===== src/rtl/nv_ram_rwsp_256x16_fifo_ctl.sv =====
// Valid/ready FIFO controller around a 256x16 two-port RAM with a two-stage
// (re/ore) read pipeline and a 3-entry skid buffer that absorbs in-flight data.
module nv_ram_rwsp_256x16_fifo_ctl #(
  parameter int unsigned AW   = 8,
  parameter int unsigned DW   = 16,
  parameter int unsigned SKID = 3
) (
  input  logic          clk,
  input  logic          rst,
  input  logic          wr_pvld,
  output logic          wr_prdy,
  input  logic [DW-1:0] wr_pd,
  output logic          rd_pvld,
  input  logic          rd_prdy,
  output logic [DW-1:0] rd_pd,
  output logic [AW-1:0] ram_wa,
  output logic          ram_we,
  output logic [DW-1:0] ram_di,
  output logic [AW-1:0] ram_ra,
  output logic          ram_re,
  output logic          ram_ore,
  input  logic [DW-1:0] ram_dout,
  output logic [AW:0]   count
);

  localparam int unsigned CW  = AW + 1;
  localparam int unsigned SCW = $clog2(SKID + 1);
  localparam int unsigned OCW = SCW + 1;
  localparam logic [CW-1:0] DEPTH = CW'(1) << AW;

  logic [AW-1:0]  wp_q, wp_d;
  logic [AW-1:0]  rp_q, rp_d;
  logic [CW-1:0]  ram_cnt_q, ram_cnt_d;
  logic [CW-1:0]  count_q, count_d;
  logic           s1_q, s2_q;
  logic [SCW-1:0] skid_cnt_q, skid_cnt_d;
  logic [DW-1:0]  skid_q [SKID];
  logic [DW-1:0]  skid_d [SKID];

  logic           wr_fire;
  logic           pop;
  logic           issue;
  logic           pop_skid;
  logic           push;
  logic [SCW-1:0] wr_idx;
  logic [OCW-1:0] occ;

  // Handshakes, read-issue credit check and all combinational outputs
  always_comb begin
    wr_prdy  = (ram_cnt_q != DEPTH);
    wr_fire  = wr_pvld & wr_prdy;
    ram_we   = wr_fire;
    ram_wa   = wp_q;
    ram_di   = wr_pd;

    rd_pvld  = (skid_cnt_q != '0) | s2_q;
    rd_pd    = (skid_cnt_q != '0) ? skid_q[0] : (s2_q ? ram_dout : '0);
    pop      = rd_pvld & rd_prdy;

    // Words outside the RAM after this cycle's pop must leave room for one more
    occ      = OCW'(skid_cnt_q) + OCW'(s1_q) + OCW'(s2_q) - OCW'(pop);
    issue    = (ram_cnt_q != '0) && (occ < OCW'(SKID));
    ram_re   = issue;
    ram_ra   = rp_q;
    ram_ore  = s1_q;
  end

  // Next-state for pointers, counters and the skid buffer (head at index 0)
  always_comb begin
    wp_d       = wr_fire ? wp_q + AW'(1) : wp_q;
    rp_d       = issue ? rp_q + AW'(1) : rp_q;
    ram_cnt_d  = ram_cnt_q + CW'(wr_fire) - CW'(issue);
    count_d    = count_q + CW'(wr_fire) - CW'(pop);

    pop_skid   = pop && (skid_cnt_q != '0);
    push       = s2_q && !(pop && (skid_cnt_q == '0));
    wr_idx     = skid_cnt_q - SCW'(pop_skid);
    skid_cnt_d = skid_cnt_q + SCW'(push) - SCW'(pop_skid);

    skid_d     = skid_q;
    if (pop_skid) begin
      for (int i = 0; i < int'(SKID) - 1; i++) begin
        skid_d[i] = skid_q[i+1];
      end
    end
    if (push) begin
      for (int i = 0; i < int'(SKID); i++) begin
        if (SCW'(i) == wr_idx) skid_d[i] = ram_dout;
      end
    end
  end

  // State registers with synchronous reset
  always_ff @(posedge clk) begin
    if (rst) begin
      wp_q       <= '0;
      rp_q       <= '0;
      ram_cnt_q  <= '0;
      count_q    <= '0;
      s1_q       <= 1'b0;
      s2_q       <= 1'b0;
      skid_cnt_q <= '0;
      for (int i = 0; i < int'(SKID); i++) skid_q[i] <= '0;
    end else begin
      wp_q       <= wp_d;
      rp_q       <= rp_d;
      ram_cnt_q  <= ram_cnt_d;
      count_q    <= count_d;
      s1_q       <= issue;
      s2_q       <= s1_q;
      skid_cnt_q <= skid_cnt_d;
      skid_q     <= skid_d;
    end
  end

  assign count = count_q;

endmodule


===== config.mk =====
export PLATFORM = sky130hd
export DESIGN_NAME = nv_ram_rwsp_256x16_fifo_ctl
export DESIGN_NICKNAME = d
export VERILOG_FILES = /design/src/rtl/nv_ram_rwsp_256x16_fifo_ctl.sv
export SDC_FILE = /design/constraint.sdc
export NUM_CORES = 1
export LEC_CHECK = 0
export ABC_AREA = 1
export CORE_MARGIN = 4
export CORE_UTILIZATION = 45
export DETAILED_ROUTE_END_ITERATION = 12
export HOLD_SLACK_MARGIN = 0.02
export PLACE_DENSITY = 0.84
export SLEW_MARGIN = 25
export SYNTH_ARGS = -nofsm -noshare
export SYNTH_HDL_FRONTEND = slang
export SYNTH_SLANG_ARGS = --single-unit
export TNS_END_PERCENT = 30

===== constraint.sdc =====
create_clock -name clk -period 3.9 [get_ports clk]
set_input_delay 1.17 -clock clk [delete_from_list [all_inputs] [get_ports clk]]
set_output_delay 1.17 -clock clk [all_outputs]
set_load 0.01 [all_outputs]

### Word level (Yosys, flattened, before mapping)

Cells that the tools add are included.

* register bits after elaboration: 86
* bits of input ports: 36
* logic and storage cells: 46
* output and inout bits: 62

* muxes and demuxes: 7
* equality and inequality tests: 3
* add/sub/neg operators: 12
* reduce and logical (&&, ||, !) cells: 10
* $lt $le $gt $ge: 1
* bitwise operators: 3

Operators by type and width (count)
* $mux 16: 5
* $mux 48: 1
* $mux 32: 1
* $add 9x1->9: 2
* $sub 9x1->9: 2
* $add 8x1->8 const B: 2
* $ne 9x9->1 const B: 1
* $reduce_bool 9->1: 1
* $logic_and 1x1->1: 4
* $logic_not 2->1: 2
* $sub 2x1->2: 2
* $add 2x1->3: 1
* $add 3x1->3: 1
* $lt 3x2->1 const B: 1
* $sub 3x1->3: 1
* $add 2x1->2: 1
* $and 1x1->1: 2
* $eq 1x2->1 const A: 1
* $eq 2x2->1 const A: 1
* $reduce_and 2->1: 1
* $reduce_bool 2->1: 1
* $logic_not 1->1: 1
* $or 1x1->1: 1

### Longest topological paths before layout

Gate-level depths: netlist of run 1.

* depth after elaboration: 8
* depth in mapped cells: 20
* mapped depth without buffers: 19

### Least setup slack after synthesis of run 1

OpenSTA, ideal clock, no wires.

* path kind: input-to-reg
* from: input rd_prdy
* to: register ram_cnt_q[8]
* slack: -365 ps
* required time: 3785 ps
* arrival time: 4150 ps
* setup time: 115 ps
* stages on the path: 19
* path buffers: 0
* cell sequence: inv_1 > a21oi_1 > ha_1 > fa_1 > inv_1 > fa_1 > nand2_1 > nand3b_1 > nor2_1 > ha_1 > inv_1 > ha_1 > fa_1 > nand2_1 > nand2_1 > nand4_1 > nand3_1 > nand2_1 > nor2_1

* longest elaborated chain between the ends: 5

Ends and longest elaborated chain
* start: declaration: line 14 `input logic rd_prdy,`
* $and 1x1->1: line 58 `pop = rd_pvld & rd_prdy;`
* $sub 3x1->3: line 61 `occ = OCW'(skid_cnt_q) + OCW'(s1_q) + OCW'(s2_q) - OCW'(pop);`
* $lt 3x2->1: line 62 `issue = (ram_cnt_q != '0) && (occ < OCW'(SKID));`
* $logic_and 1x1->1: line 62
* named net ram_re: line 20 `output logic ram_re,`
* $sub 9x1->9: line 72 `ram_cnt_d = ram_cnt_q + CW'(wr_fire) - CW'(issue);`
* end signal: assignment: line 107 `ram_cnt_q <= ram_cnt_d;`
* end: declaration: line 33 `logic [CW-1:0] ram_cnt_q, ram_cnt_d;`

The timed path passes the listed nets, and every way through them passes these cells.
A chain may end at the register's enable or synchronous reset.

### Worst setup path in the final report of run 1

* from: input rd_prdy
* to: output ram_re

* longest elaborated chain between the ends: 4

Ends and longest elaborated chain (line)
* $and 1x1->1: 58
* $sub 3x1->3: 61
* $lt 3x2->1: 62
* $logic_and 1x1->1: 62
* end: declaration: 20

No other way between the ends.

==> run_results.csv, run 1 <==
group,metric,value,unit
sta,hold_ws,487,ps
placement,finalWeightedCongestion,0.855,
die,coreArea,11000,sq um
worst_hold_path,hold_start,"skid_q[8]",
worst_setup_path,crit_start,"rd_prdy",
worst_setup_path,cp_num_buf_inv,4,
yosys,ys_ff_latch,86,
route,drc,0,
cells_and_area,nNetsFinal,904,
worst_setup_path,r2r-end,"ram_cnt_q[8]",
sta,fin_skew,10.7,ps
sta,final.setup.tns,-150,ps
worst_hold_path,min_delay_worst_endpoint,"skid_q[8]",
clocking,path_clk_slew,70,ps
yosys,yosys-top-cells-count,"nand2_1 (242), nor2_1 (137), dfxtp_1 (86)",
yosys,synth.distinct_cells,37,
die,die_area,13200,sq um
worst_setup_path,worstSetupPathType,"primary input to output port",
die,die_w,115,um
worst_setup_path,path_cells,"buf_8 -> inv_4 -> a21oi_4 -> ha_4 -> fa_2 -> inv_2 -> fa_1 -> nand2_1 -> nand3b_1 -> nor2_4 -> buf_6",
placement,placed_area,5830,sq um
yosys,syn_inst,787,
worst_setup_path,max_stage_delay,400,ps
die,io-pin-count,98,
worst_setup_path,ff2ff_path_depth,20,
clocking,htreeDepth,3,
yosys,netlist.area_leader.share,33.5,%
cells_and_area,final_cells,982,
global_route,grt_pass1_wl,20200,um
yosys,synth_area_leader_cell,"dfxtp_1",
sta,period_needed,4050,ps
global_route,grt_pass1_vias,4505,
sta,slew_headroom,72.6,%
clocking,cts_root_buf,"clkbuf_16",
worst_setup_path,reg2reg_from,"s2_q",
worst_setup_path,r2r_setup_slack,480,ps
worst_hold_path,whs_path_depth,2,
cells_and_area,drive_gt1_share,8.43,%
placement,numPortBuffers,65,
clocking,insertion_delay,350,ps
die,rows,38,
worst_setup_path,startpoint_type,"primary input",
pwr,p_total,4.51,mW
cells_and_area,num_antenna_cells,0,
worst_setup_path,critPathMaxFanout,2,
cells_and_area,area_growth,19.9,%
worst_setup_path,cp.arrival,2880,ps
cells_and_area,stdcell_area,6160,sq um
worst_setup_path,critPathRequiredTime,2730,ps
yosys,synthTopCellsByArea,"dfxtp_1 (33%), nand2_1 (18%), nor2_1 (10%)",
global_route,antenna_found_initial,0,
outcome,status,"finished, violations left",
die,dieHeight,115,um
worst_setup_path,critPathCaptureType,"output port",
sta,hold_viol,0,
yosys,async_reset_ff_share,0,%
global_route,overflow,0,
outcome,failed_checks,"setup timing",
route,drt_wl_total,11500,um
sta,fin_ws,-150,ps
yosys,syn_avg_cell_area,6.53,sq um
sta,fmax,247,MHz
route,vias,4763,
yosys,post-synth-top-count-cell,"nand2_1",
worst_setup_path,cpLargestDelayFamily,"adder cells",
sta,setup_viol,1,
worst_setup_path,path_depth,11,
yosys,synth_edf_count,0,
route,drtPass1Iterations,5,
sta,worst_pin_slew,409,ps
route,drt_iter0_markers,309,
die,start_util,46.6,%
route,antenna_left,0,
global_route,track_usage,18.2,%
sta,fin_crit_sh,104,%
placement,dp_cells,965,
yosys,synth_nets,854,
worst_setup_path,slowest_stage,"fa_1",
yosys,yosysSeqAreaShare,33.5,%
yosys,syn-cell-area,5140,sq um
worst_hold_path,hold_path.class,"flop to flop",
pwr,p_per_area,732,nW/um^2
yosys,yosysWarningCount,0,
clocking,cts_buffers,9,
placement,post-dp-hpwl,7700,um
clocking,clock_path_buffers,2,
pwr,p_leak,2.99,nW
yosys,synth_ff_type,"dfxtp_1",
sta,rsz0062_at_grt,"true",
clocking,tritoncts,"yes",
pwr,peakVddDrop,0.000408,V
route,vias_per_cell,4.85,
global_route,grt_max_degree,50,
flow_run,maxCapViolations,0,
sta,drv_slew,0,
route,wl_per_cell,11.7,um
cells_and_area,nFillCells,1042,
clocking,clkSinkCount,86,
-- final cells by class --
| type | count | area [sq um] | area share, % |
|---|---|---|---|
| clock inverters | 7 | 71.3 | 1.16 |
| clock buffers | 9 | 225 | 3.65 |
| well taps | 140 | 175 | 2.84 |
| inverters | 89 | 345 | 5.60 |
| flip-flops and latches | 86 | 1720 | 27.9 |
| multi-input cells | 569 | 2830 | 45.9 |
| repair buffers | 82 | 797 | 12.9 |
-- registers in the layout (all words and copies together) (netlist names) --
| signal | count |
|---|---|
| ram_cnt_q | 9 |
| ram_ra | 8 |
| ram_wa | 8 |
| ram_ore | 1 |
| count | 9 |
| s2_q | 1 |
| skid_cnt_q | 2 |
| skid_q | 48 |
-- routing by layer --
metal / part of all wire [%] / vias up / global-route usage [%]
met3: 5.3 / 8 / 4.37
li1: - / 2521 / -
met4: 1.1 / 0 / 4.69
met5: 0 / - / 0
met1: 47 / 2124 / 23.8
met2: 46 / 110 / 30.2
-- repair_timing --
item                                    in CTS  in global routing
gates resized for setup                     13                  0
pin swaps                                    5                  5
hold buffers                                 0                  0
endpoints found under the setup margin       9                  5
setup buffers                                1                  0
-- worst min-delay path, cell delays in order, from the launching register on --
cell	delay [ps]
dfxtp_1	330
nor2_1	50
nor2_1	80
-- cells in the final DEF, fill, tap and decap left out, types with 4 or more instances in the layout --
cell / n
a21oi_1: 26
nand2_1: 242
nand4_1: 8
ha_1: 25
inv_6: 4
nor2_2: 11
clkbuf_16: 9
dfxtp_1: 86
clkdlybuf4s50_1: 63
nor3_1: 4
xor2_1: 6
inv_1: 82
nand3_1: 45
o21ai_0: 19
buf_4: 16
o21ai_1: 19
nor2_1: 136
-- power breakdown --
part / switching [mW] / internal (mW) / leakage (nW)
combinational: 1.44 / 0.994 / 2.14
clock: 0.406 / 0.452 / 0.146
sequential: 0.136 / 1.08 / 0.701
-- stage by stage --
| step | util [%] | worst slack, ps |
|---|---|---|
| floorplan | - | -15.4 |
| global placement | 52.9 | -1060 |
| detailed placement | 52.9 | -1100 |
| CTS | 55.9 | -244 |
| global route | 55.9 | -219 |
| finish | 55.9 | -150 |
-- cell families (layout without fill, tap and decap cells) --
group	count (synthesis)	in the layout	synth area share [%]
and+or+nand+nor	460	460	37.2
buffers and inverters	132	187	12.3
adders and majority gates	31	31	8.13
AOI/OAI and AO/OA	70	70	7.40
DFF	86	86	33.5
xor gates and xnor gates	8	8	1.51
-- how the worst max path moves through the flow --
stage	to	slack (ps)
floorplan	ram_cnt_q[8]	-20
CTS	ram_re	-240
finish	ram_re	-150
global placement	ram_re	-1060
detailed placement	ram_re	-1100
global route	ram_re	-220
No activity file was read; power rests on OpenSTA's default activity.
==> inputs of run 2 (changes only) <==
--- a/config.mk
+++ b/config.mk
@@ -6,11 +6,12 @@
 export NUM_CORES = 1
 export LEC_CHECK = 0
 export ABC_AREA = 1
+export CAP_MARGIN = 10
 export CORE_MARGIN = 4
 export CORE_UTILIZATION = 45
 export DETAILED_ROUTE_END_ITERATION = 12
 export HOLD_SLACK_MARGIN = 0.02
-export PLACE_DENSITY = 0.84
+export PLACE_DENSITY = 0.76
 export SLEW_MARGIN = 25
 export SYNTH_ARGS = -nofsm -noshare
 export SYNTH_HDL_FRONTEND = slang
==> run 2 against run 1 <==
Compared with the run above:
- the flow still finishes with violations (setup timing)
- setup slack worse by 3.7 ps
- routed wire length is essentially flat
- critical path depth stayed put
- largest power group unchanged
==> run_results.csv, run 2 (synthesis results as in run 1) <==
group,metric,value,unit
pwr,p_leak,2.99,nW
clocking,insertion_delay,340,ps
worst_hold_path,whs_path_depth,2,
sta,fin_crit_sh,104,%
clocking,cts_root_buf,"clkbuf_16",
clocking,cts_buffers,9,
pwr,p_sw,2.00,mW
route,drc,0,
sta,hold_viol,0,
worst_setup_path,cp.arrival,2880,ps
worst_setup_path,reg2reg_from,"s2_q",
die,rows,38,
pwr,internal-power,2.53,mW
cells_and_area,final_cell_mix,"nand2_1 (240), nor2_1 (136), dfxtp_1 (86)",
cells_and_area,drive_gt1_share,8.66,%
worst_setup_path,critPathMaxFanout,2,
worst_setup_path,worstSetupPathType,"primary input to output port",
sta,setup_viol,1,
pwr,p_comb_share,54.5,%
worst_setup_path,r2r_setup_slack,440,ps
sta,worst_pin_slew,384,ps
clocking,htreeDepth,3,
cells_and_area,top_register,"skid_q",
route,drt_iter0_markers,191,
die,start_util,46.6,%
worst_hold_path,hold_path.class,"flop to flop",
cells_and_area,nFillCells,1051,
die,die_w,115,um
worst_setup_path,ff2ff_path_depth,19,
global_route,grt_pass1_vias,4445,
flow_run,maxCapViolations,0,
sta,fin_skew,12.3,ps
sta,fin_ws,-154,ps
sta,period_needed,4050,ps
die,dieHeight,115,um
route,wl_per_cell,11.7,um
pwr,p_per_area,735,nW/um^2
sta,hold_ws,485,ps
sta,rsz0062_at_grt,"true",
worst_hold_path,hold_start,"skid_q[1]",
sta,drv_slew,0,
worst_setup_path,startpoint_type,"primary input",
clocking,clkSinkCount,86,
route,vias_per_cell,4.84,
route,antenna_left,0,
cells_and_area,nNetsFinal,905,
outcome,status,"finished, violations left",
die,io-pin-count,98,
cells_and_area,final_common_cell,"nand2_1",
route,drt_wl_total,11500,um
pwr,p_clk_share,18.8,%
clocking,path_clk_slew,70,ps
global_route,track_usage,18.4,%
route,vias,4758,
sta,slew_headroom,74.3,%
clocking,cts_hold_buf,0,
worst_setup_path,r2r-end,"ram_cnt_q[8]",
cells_and_area,seqCellArea,1720,sq um
placement,post-dp-hpwl,7880,um
route,drtPass1Iterations,4,
global_route,antenna_found_initial,0,
worst_setup_path,critPathRequiredTime,2730,ps
pwr,p_total,4.53,mW
outcome,failed_checks,"setup timing",
cells_and_area,multi_input_area,2830,sq um
worst_hold_path,min_delay_worst_endpoint,"skid_q[1]",
global_route,grt_pass1_wl,20300,um
die,coreArea,11000,sq um
sta,final.setup.tns,-154,ps
placement,finalWeightedCongestion,0.833,
worst_setup_path,critPathCaptureType,"output port",
clocking,tritoncts,"yes",
pwr,seq_power_share,26.7,%
pwr,peakVddDrop,0.000485,V
die,die_area,13200,sq um
global_route,overflow,0,
cells_and_area,area_growth,19.9,%
clocking,clock_path_buffers,2,
cells_and_area,num_antenna_cells,0,
sta,fmax,247,MHz
pwr,swShare,44.1,%
global_route,grt_max_degree,40,
cells_and_area,largest_reg_flops,48,
placement,numPortBuffers,65,
[run 2: cell count changes in the layout (fill, tap and decap cells not counted)]
cell	delta
buf_4	+2
inv_6	-2
nand2_1	-2
nand2_2	+2
buf_12	-1
clkinv_1	+1
clkinv_4	+1
inv_2	-1
inv_8	+1
o21ai_0	-1
o21ai_1	+1
[run 2: critical path, stage by stage]
cell and delay, ps:
buf_8 80, inv_4 30, a21oi_4 140, ha_4 220
fa_2 330, inv_2 60, fa_1 400, nand2_1 90
nand3b_1 120, nor2_4 130, buf_6 110
[run 2: layout make-up]
| cell class | count | area share (%) |
|---|---|---|
| clock inverter | 7 | 1.20 |
| sequential | 86 | 27.9 |
| tap | 140 | 2.84 |
| timing repair buffer | 83 | 12.8 |
| clock buffer | 9 | 3.65 |
| multi-input combinational | 569 | 46.0 |
| inverter | 89 | 5.60 |
[run 2: how the worst max path moves through the flow]
stage               slack, ps  cells past startpoint    start           end
floorplan                 -20                     19  rd_prdy  ram_cnt_q[8]
global placement        -1060                     11  rd_prdy        ram_re
detailed placement      -1110                     11  rd_prdy        ram_re
CTS                      -220                     11  rd_prdy        ram_re
global route             -220                     11  rd_prdy        ram_re
finish                   -150                     11  rd_prdy        ram_re
[run 2: routing by layer]
layer | GRT usage [%] | wire length (um) | vias up
li1 | - | - | 2522
met1 | 24.0 | 5560 | 2149
met2 | 30.9 | 5300 | 79
met3 | 4.63 | 510 | 8
met4 | 3.91 | 102 | 0
met5 | 0 | 0 | -
[run 2: through the flow]
step | instance area, sq um | cells | utilization [%] | worst slack, ps
floorplan | 5160 | 787 | - | -15.4
global placement | 5830 | 966 | 52.8 | -1060
detailed placement | 5830 | 966 | 52.8 | -1110
CTS | 6150 | 983 | 55.7 | -223
global route | 6170 | 983 | 55.9 | -223
finish | 6170 | 983 | 55.9 | -154
[run 2: power groups by stage]
| stage | Clock [mW] | Sequential (mW) | Combinational [mW] |
|---|---|---|---|
| floorplan | 0 | 1.23 | 1.70 |
| CTS | 0.869 | 1.21 | 2.47 |
| global placement | 0 | 1.23 | 2.35 |
| finish | 0.851 | 1.21 | 2.47 |
| detailed placement | 0 | 1.23 | 2.41 |
| global route | 0.910 | 1.24 | 2.84 |
[run 2: what timing repair did]
item                       CTS  global route
setup buffers                1             0
gates resized for setup     14             3
setup endpoints to repair    9             6
pin swaps                    4             5
==> inputs of run 3 (changes only) <==
==> constraint.sdc (replaced) <==
create_clock -name clk -period 3.9 [get_ports clk]
set_input_delay 1.17 -clock clk [delete_from_list [all_inputs] [get_ports clk]]
set_output_delay 1.17 -clock clk [all_outputs]
set_load 0.005 [all_outputs]
==> run 3 against run 2 <==
Compared with the run above:
- the run still ends with setup timing left
- design area is essentially flat
- non-clock buffer count shrank 1
- routed wire length fell by 0.50%
- clock skew shrank 7.6 ps
- via count decreased by 0.53%
- setup slack improved by 8.1 ps
- flip-flop and latch count did not move
- utilization about the same
- global-route usage is 0.15 points lower
- fmax is 0.20% higher
- critical endpoint unchanged
- largest cell class unchanged
- largest power group unchanged
- highest routed layer unchanged
==> run_results.csv, run 3 (synthesis results as in run 1) <==
group,metric,value,unit
outcome,status,"finished, violations left",
outcome,failed_checks,"setup timing",
die,dieHeight,115,um
sta,period_needed,4050,ps
worst_setup_path,path_cells,"buf_8 -> inv_6 -> a21oi_4 -> ha_1 -> fa_2 -> inv_2 -> fa_1 -> nand2_2 -> nand3b_1 -> nor2_4 -> buf_2",
placement,post-dp-hpwl,7730,um
cells_and_area,nNetsFinal,904,
sta,drv_slew,0,
pwr,p_sw,1.95,mW
sta,fin_skew,4.70,ps
cells_and_area,top_register,"skid_q",
clocking,path_clk_slew,70,ps
sta,fin_crit_sh,104,%
die,rows,38,
worst_setup_path,critPathCaptureType,"output port",
worst_setup_path,reg2reg_from,"s2_q",
clocking,cts_buffers,9,
route,antenna_left,0,
route,wl_per_cell,11.6,um
worst_setup_path,max_stage_delay,410,ps
route,vias,4733,
pwr,p_comb_share,53.6,%
die,io-pin-count,98,
pwr,seq_power_share,27.0,%
worst_hold_path,hold_start,"skid_q[8]",
flow_run,maxCapViolations,0,
cells_and_area,area_growth,20.0,%
cells_and_area,drive_gt1_share,8.91,%
global_route,grt_max_degree,59,
pwr,swShare,43.7,%
route,drtPass1Iterations,4,
worst_setup_path,ff2ff_path_depth,19,
clocking,clock_path_buffers,2,
worst_setup_path,critPathMaxFanout,2,
worst_setup_path,r2r_setup_slack,530,ps
sta,slew_headroom,74.1,%
clocking,cts_hold_buf,0,
cells_and_area,largest_reg_flops,48,
cells_and_area,nFillCells,1060,
clocking,htreeDepth,3,
worst_setup_path,startpoint_type,"primary input",
placement,finalWeightedCongestion,0.856,
worst_setup_path,r2r-end,"ram_cnt_q[8]",
sta,setup_viol,1,
pwr,p_clk_share,19.3,%
die,die_w,115,um
route,vias_per_cell,4.82,
worst_setup_path,critPathRequiredTime,2730,ps
sta,hold_viol,0,
worst_setup_path,worstSetupPathType,"primary input to output port",
route,drc,0,
sta,hold_ws,485,ps
cells_and_area,fin_util,55.9,%
cells_and_area,final_cell_mix,"nand2_1 (239), nor2_1 (136), dfxtp_1 (86)",
route,drt_iter0_markers,291,
pwr,peakVddDrop,0.000441,V
global_route,grt_pass1_wl,20000,um
global_route,grt_pass1_vias,4367,
worst_setup_path,slowest_stage,"fa_1",
sta,rsz0062_at_grt,"true",
die,start_util,46.6,%
sta,fmax,247,MHz
route,drt_wl_total,11400,um
sta,worst_pin_slew,387,ps
clocking,cts_root_buf,"clkbuf_16",
cells_and_area,num_antenna_cells,0,
clocking,tritoncts,"yes",
pwr,internal-power,2.51,mW
pwr,p_leak,2.99,nW
worst_hold_path,min_delay_worst_endpoint,"skid_q[8]",
pwr,p_per_area,723,nW/um^2
global_route,antenna_found_initial,0,
clocking,clkSinkCount,86,
worst_setup_path,cp.arrival,2880,ps
global_route,track_usage,18.2,%
pwr,p_total,4.46,mW
cells_and_area,final_common_cell,"nand2_1",
clocking,insertion_delay,340,ps
sta,final.setup.tns,-146,ps
die,coreArea,11000,sq um
worst_hold_path,hold_path.class,"flop to flop",
die,die_area,13200,sq um
placement,place_worst_setup_slack,-1030,ps
worst_hold_path,whs_path_depth,2,
global_route,overflow,0,
sta,fin_ws,-146,ps
placement,numPortBuffers,65,
## run 3: power groups by stage
stage	clock network, mW	logic (mW)	registers, mW
6_report	0.862	2.39	1.21
4_1_cts	0.887	2.36	1.21
5_1_grt	0.929	2.79	1.23
3_3_place_gp	0	2.30	1.23
2_1_floorplan	0	1.67	1.21
3_5_place_dp	0	2.35	1.23
## run 3: how the worst max path moves through the flow
| stage | startpoint | end | slack [ps] | depth (start not counted) |
|---|---|---|---|---|
| floorplan | rd_prdy | ram_cnt_q[8] | 10 | 19 |
| global route | rd_prdy | ram_re | -240 | 11 |
| global placement | rd_prdy | ram_re | -1030 | 11 |
| finish | rd_prdy | ram_re | -150 | 11 |
| CTS | rd_prdy | ram_re | -190 | 11 |
| detailed placement | rd_prdy | ram_re | -1030 | 11 |
## run 3: metrics by stage
step | cells | area (sq um)
5_1_grt | 982 | 6170
2_1_floorplan | 787 | 5160
3_3_place_gp | 966 | 5840
4_1_cts | 982 | 6140
3_5_place_dp | 966 | 5840
6_report | 982 | 6170
## run 3: worst max-delay path, delay by kind of cell
kind / cells / cell delay (ps)
compound gates: 1 / 30
simple gates: 3 / 290
fa+ha+maj: 3 / 1060
buf+inv: 4 / 330
## run 3: area by class of cell
cell class	count	area [sq um]	area share, %
tap	140	175	2.84
clock inverter	7	76.3	1.24
multi-input combinational	569	2830	45.9
sequential	86	1720	27.9
clock buffer	9	225	3.65
timing repair buffer	82	791	12.8
inverter	89	348	5.64
## run 3: routing by layer
| metal | up-vias | track usage, % | routed length, um |
|---|---|---|---|
| met2 | 91 | 29.8 | 5140 |
| met4 | 0 | 5.87 | 238 |
| met3 | 21 | 4.89 | 615 |
| li1 | 2522 | - | - |
| met5 | - | 0 | 0 |
| met1 | 2099 | 23.5 | 5420 |
## run 3: what timing repair did
item,4_1_cts,5_1_grt
pin swaps,4,5
setup buffers,0,0
cloned,0,0
endpoints found under the setup margin,9,5
resized for setup,12,8
==> RTL edit: new RTL, flow settings as in run 1 <==
Make the reset (`rst`) asynchronous in one clocked block. Comments in the files are not updated.
--- a/src/rtl/nv_ram_rwsp_256x16_fifo_ctl.sv
+++ b/src/rtl/nv_ram_rwsp_256x16_fifo_ctl.sv
@@ -91,7 +91,7 @@
   end
 
   // State registers with synchronous reset
-  always_ff @(posedge clk) begin
+  always_ff @(posedge clk or posedge rst) begin
     if (rst) begin
       wp_q       <= '0;
       rp_q       <= '0;
Behaviour: differs if rst is asserted again (counterexample within 4 cycles, from zero or initial values and one cycle with rst high); with rst held inactive, the same outputs for 10 cycles.
==> RTL edit against run 1 <==
Setup slack got worse by 0.015 ns; critical path type unchanged; final area up 3.3%; critical endpoint unchanged; sequential cell count did not move; synthesized cell count down 6.5%; synthesized area rose by 2.1%; hold slack worse by 0.032 ns; the flow still finishes with violations (negative setup slack); power grew 38%; wire length rose by 1.7%.
==> RTL edit: results (changes against run 1) <==
stage;metric;value;unit;change
pwr;combinational fraction of design power;0.609;;was 0.541
sta;PnR worst setup slack;-0.165;ns;was -0.150 ns
critical_path;r2r startpoint;skid_cnt_q[0];;was s2_q
placement;placed wire-length estimate;7.96;mm;was 7.70 mm
critical_path;r2r endpoint;ram_cnt_q[8];;unchanged
final_layout;Final Util;0.558;;was 0.559
final_layout;register area;2150;µm²;was 1720 µm²
route;Via density;4.89;;was 4.85
worst_hold_path;hold path depth;0;;was 2
yosys;Post-synth top cells;nand2_1, dfrtp_1, inv_1;;was nand2_1, nor2_1, dfxtp_1
grt;total track usage;0.182;;about the same
worst_hold_path;worst hold path startpoint;ram_ore;;was skid_q[8]
yosys;register area share after synthesis;0.410;;was 0.335
final_layout;proportion of layout cells with a drive suffix above 1;0.0763;;was 0.0843
yosys;Async SR Flop Fraction;1.00;;was 0
final_layout;clk tree area frac;0.0456;;was 0.0481
route;Avg WL per Cell;12.4;µm;was 11.7 µm
pwr;peak supply drop;490;µV;was 408 µV
sta;Final Setup Violations;1;;unchanged
yosys;top cells by area, synth;dfrtp_1, nand2_1, ha_1;;was dfxtp_1, nand2_1, nor2_1
critical_path;Worst EP arrival;2.89;ns;was 2.88 ns
route;WL met3;771;µm;was 612 µm
final_layout;non-clk buf share;0.131;;was 0.129
critical_path;R2R cell count;22;;was 20
status;failing checks;negative setup slack;;unchanged
final_layout;fill count;1043;;was 1042
grt;vias in the first global route;4269;;was 4505
sta;Final Skew;0.00800;ns;was 0.0107 ns
status;outcome;finished with violations;;unchanged
route;metal1 wirelength;5.17;mm;was 5.41 mm
final_layout;nets;862;;was 904
grt;largest net degree at the start of global routing;57;;was 50
pwr;Sw Share;0.459;;was 0.441
placement;Placed Area;6050;µm²;was 5830 µm²
placement;DP Cell Count;925;;was 965
final_layout;non-clock buffer count;87;;was 82
worst_hold_path;hold path endpoint;s2_q;;was skid_q[8]
pwr;Internal;3.37;mW;was 2.52 mW
placement;GP Congestion;0.840;;was 0.855
==> RTL edit: cell count changes after synthesis, sizes merged, moves of 14 or more <==
| cell | run 1 | this run |
|---|---|---|
| dfrtp | 0 | 86 |
| nor2 | 151 | 15 |
| a21oi | 28 | 8 |
| nand2 | 246 | 372 |
| o21ai | 39 | 3 |
| dfxtp | 86 | 0 |
| nand4 | 8 | 22 |
==> RTL edit: worst max-delay path by stage <==
stage               cells past startpoint    start     end
floorplan                              11  rd_prdy  ram_re
global placement                       13  rd_prdy  ram_re
detailed placement                     13  rd_prdy  ram_re
CTS                                    13  rd_prdy  ram_re
global route                           13  rd_prdy  ram_re
finish                                 13  rd_prdy  ram_re
==> RTL edit: critical path, cell delays in order <==
cell      delay [ns]
buf_8           0.10
inv_2           0.04
a21oi_2         0.03
ha_1            0.31
fa_2            0.34
inv_2           0.06
fa_1            0.39
nand2_1         0.09
nand3_2         0.08
inv_2           0.08
nand2_4         0.06
clkinv_4        0.07
buf_6           0.09
==> RTL edit: metal layers <==
layer  global-route usage  vias to the layer above
met5                    0                        -
met4               0.0557                        0
met3               0.0559                       11
met2                0.303                      124
met1                0.229                     2107
li1                     -                     2369
==> RTL edit: metrics by stage <==
stage	setup WS [ns]	hold slack, ns
3_3_place_gp	-1.07	0.454
5_1_grt	-0.263	0.484
4_1_cts	-0.172	0.471
2_1_floorplan	-0.0275	0.435
3_5_place_dp	-1.09	0.452
6_report	-0.165	0.455
==> RTL edit: logic make-up after synthesis <==
group | synth area share
fa+ha+maj | 0.0796
flops | 0.410
xor+xnor | 0.0284
buf+inv | 0.102
compound gates | 0.0126
simple gates | 0.368
==> RTL edit: timing repair <==
item,4_1_cts,5_1_grt
pin swaps,1,2
hold buffers,0,0
setup buffers,2,0
gates cloned,0,0
endpoints found under the setup margin,9,4
gates resized for setup,12,4
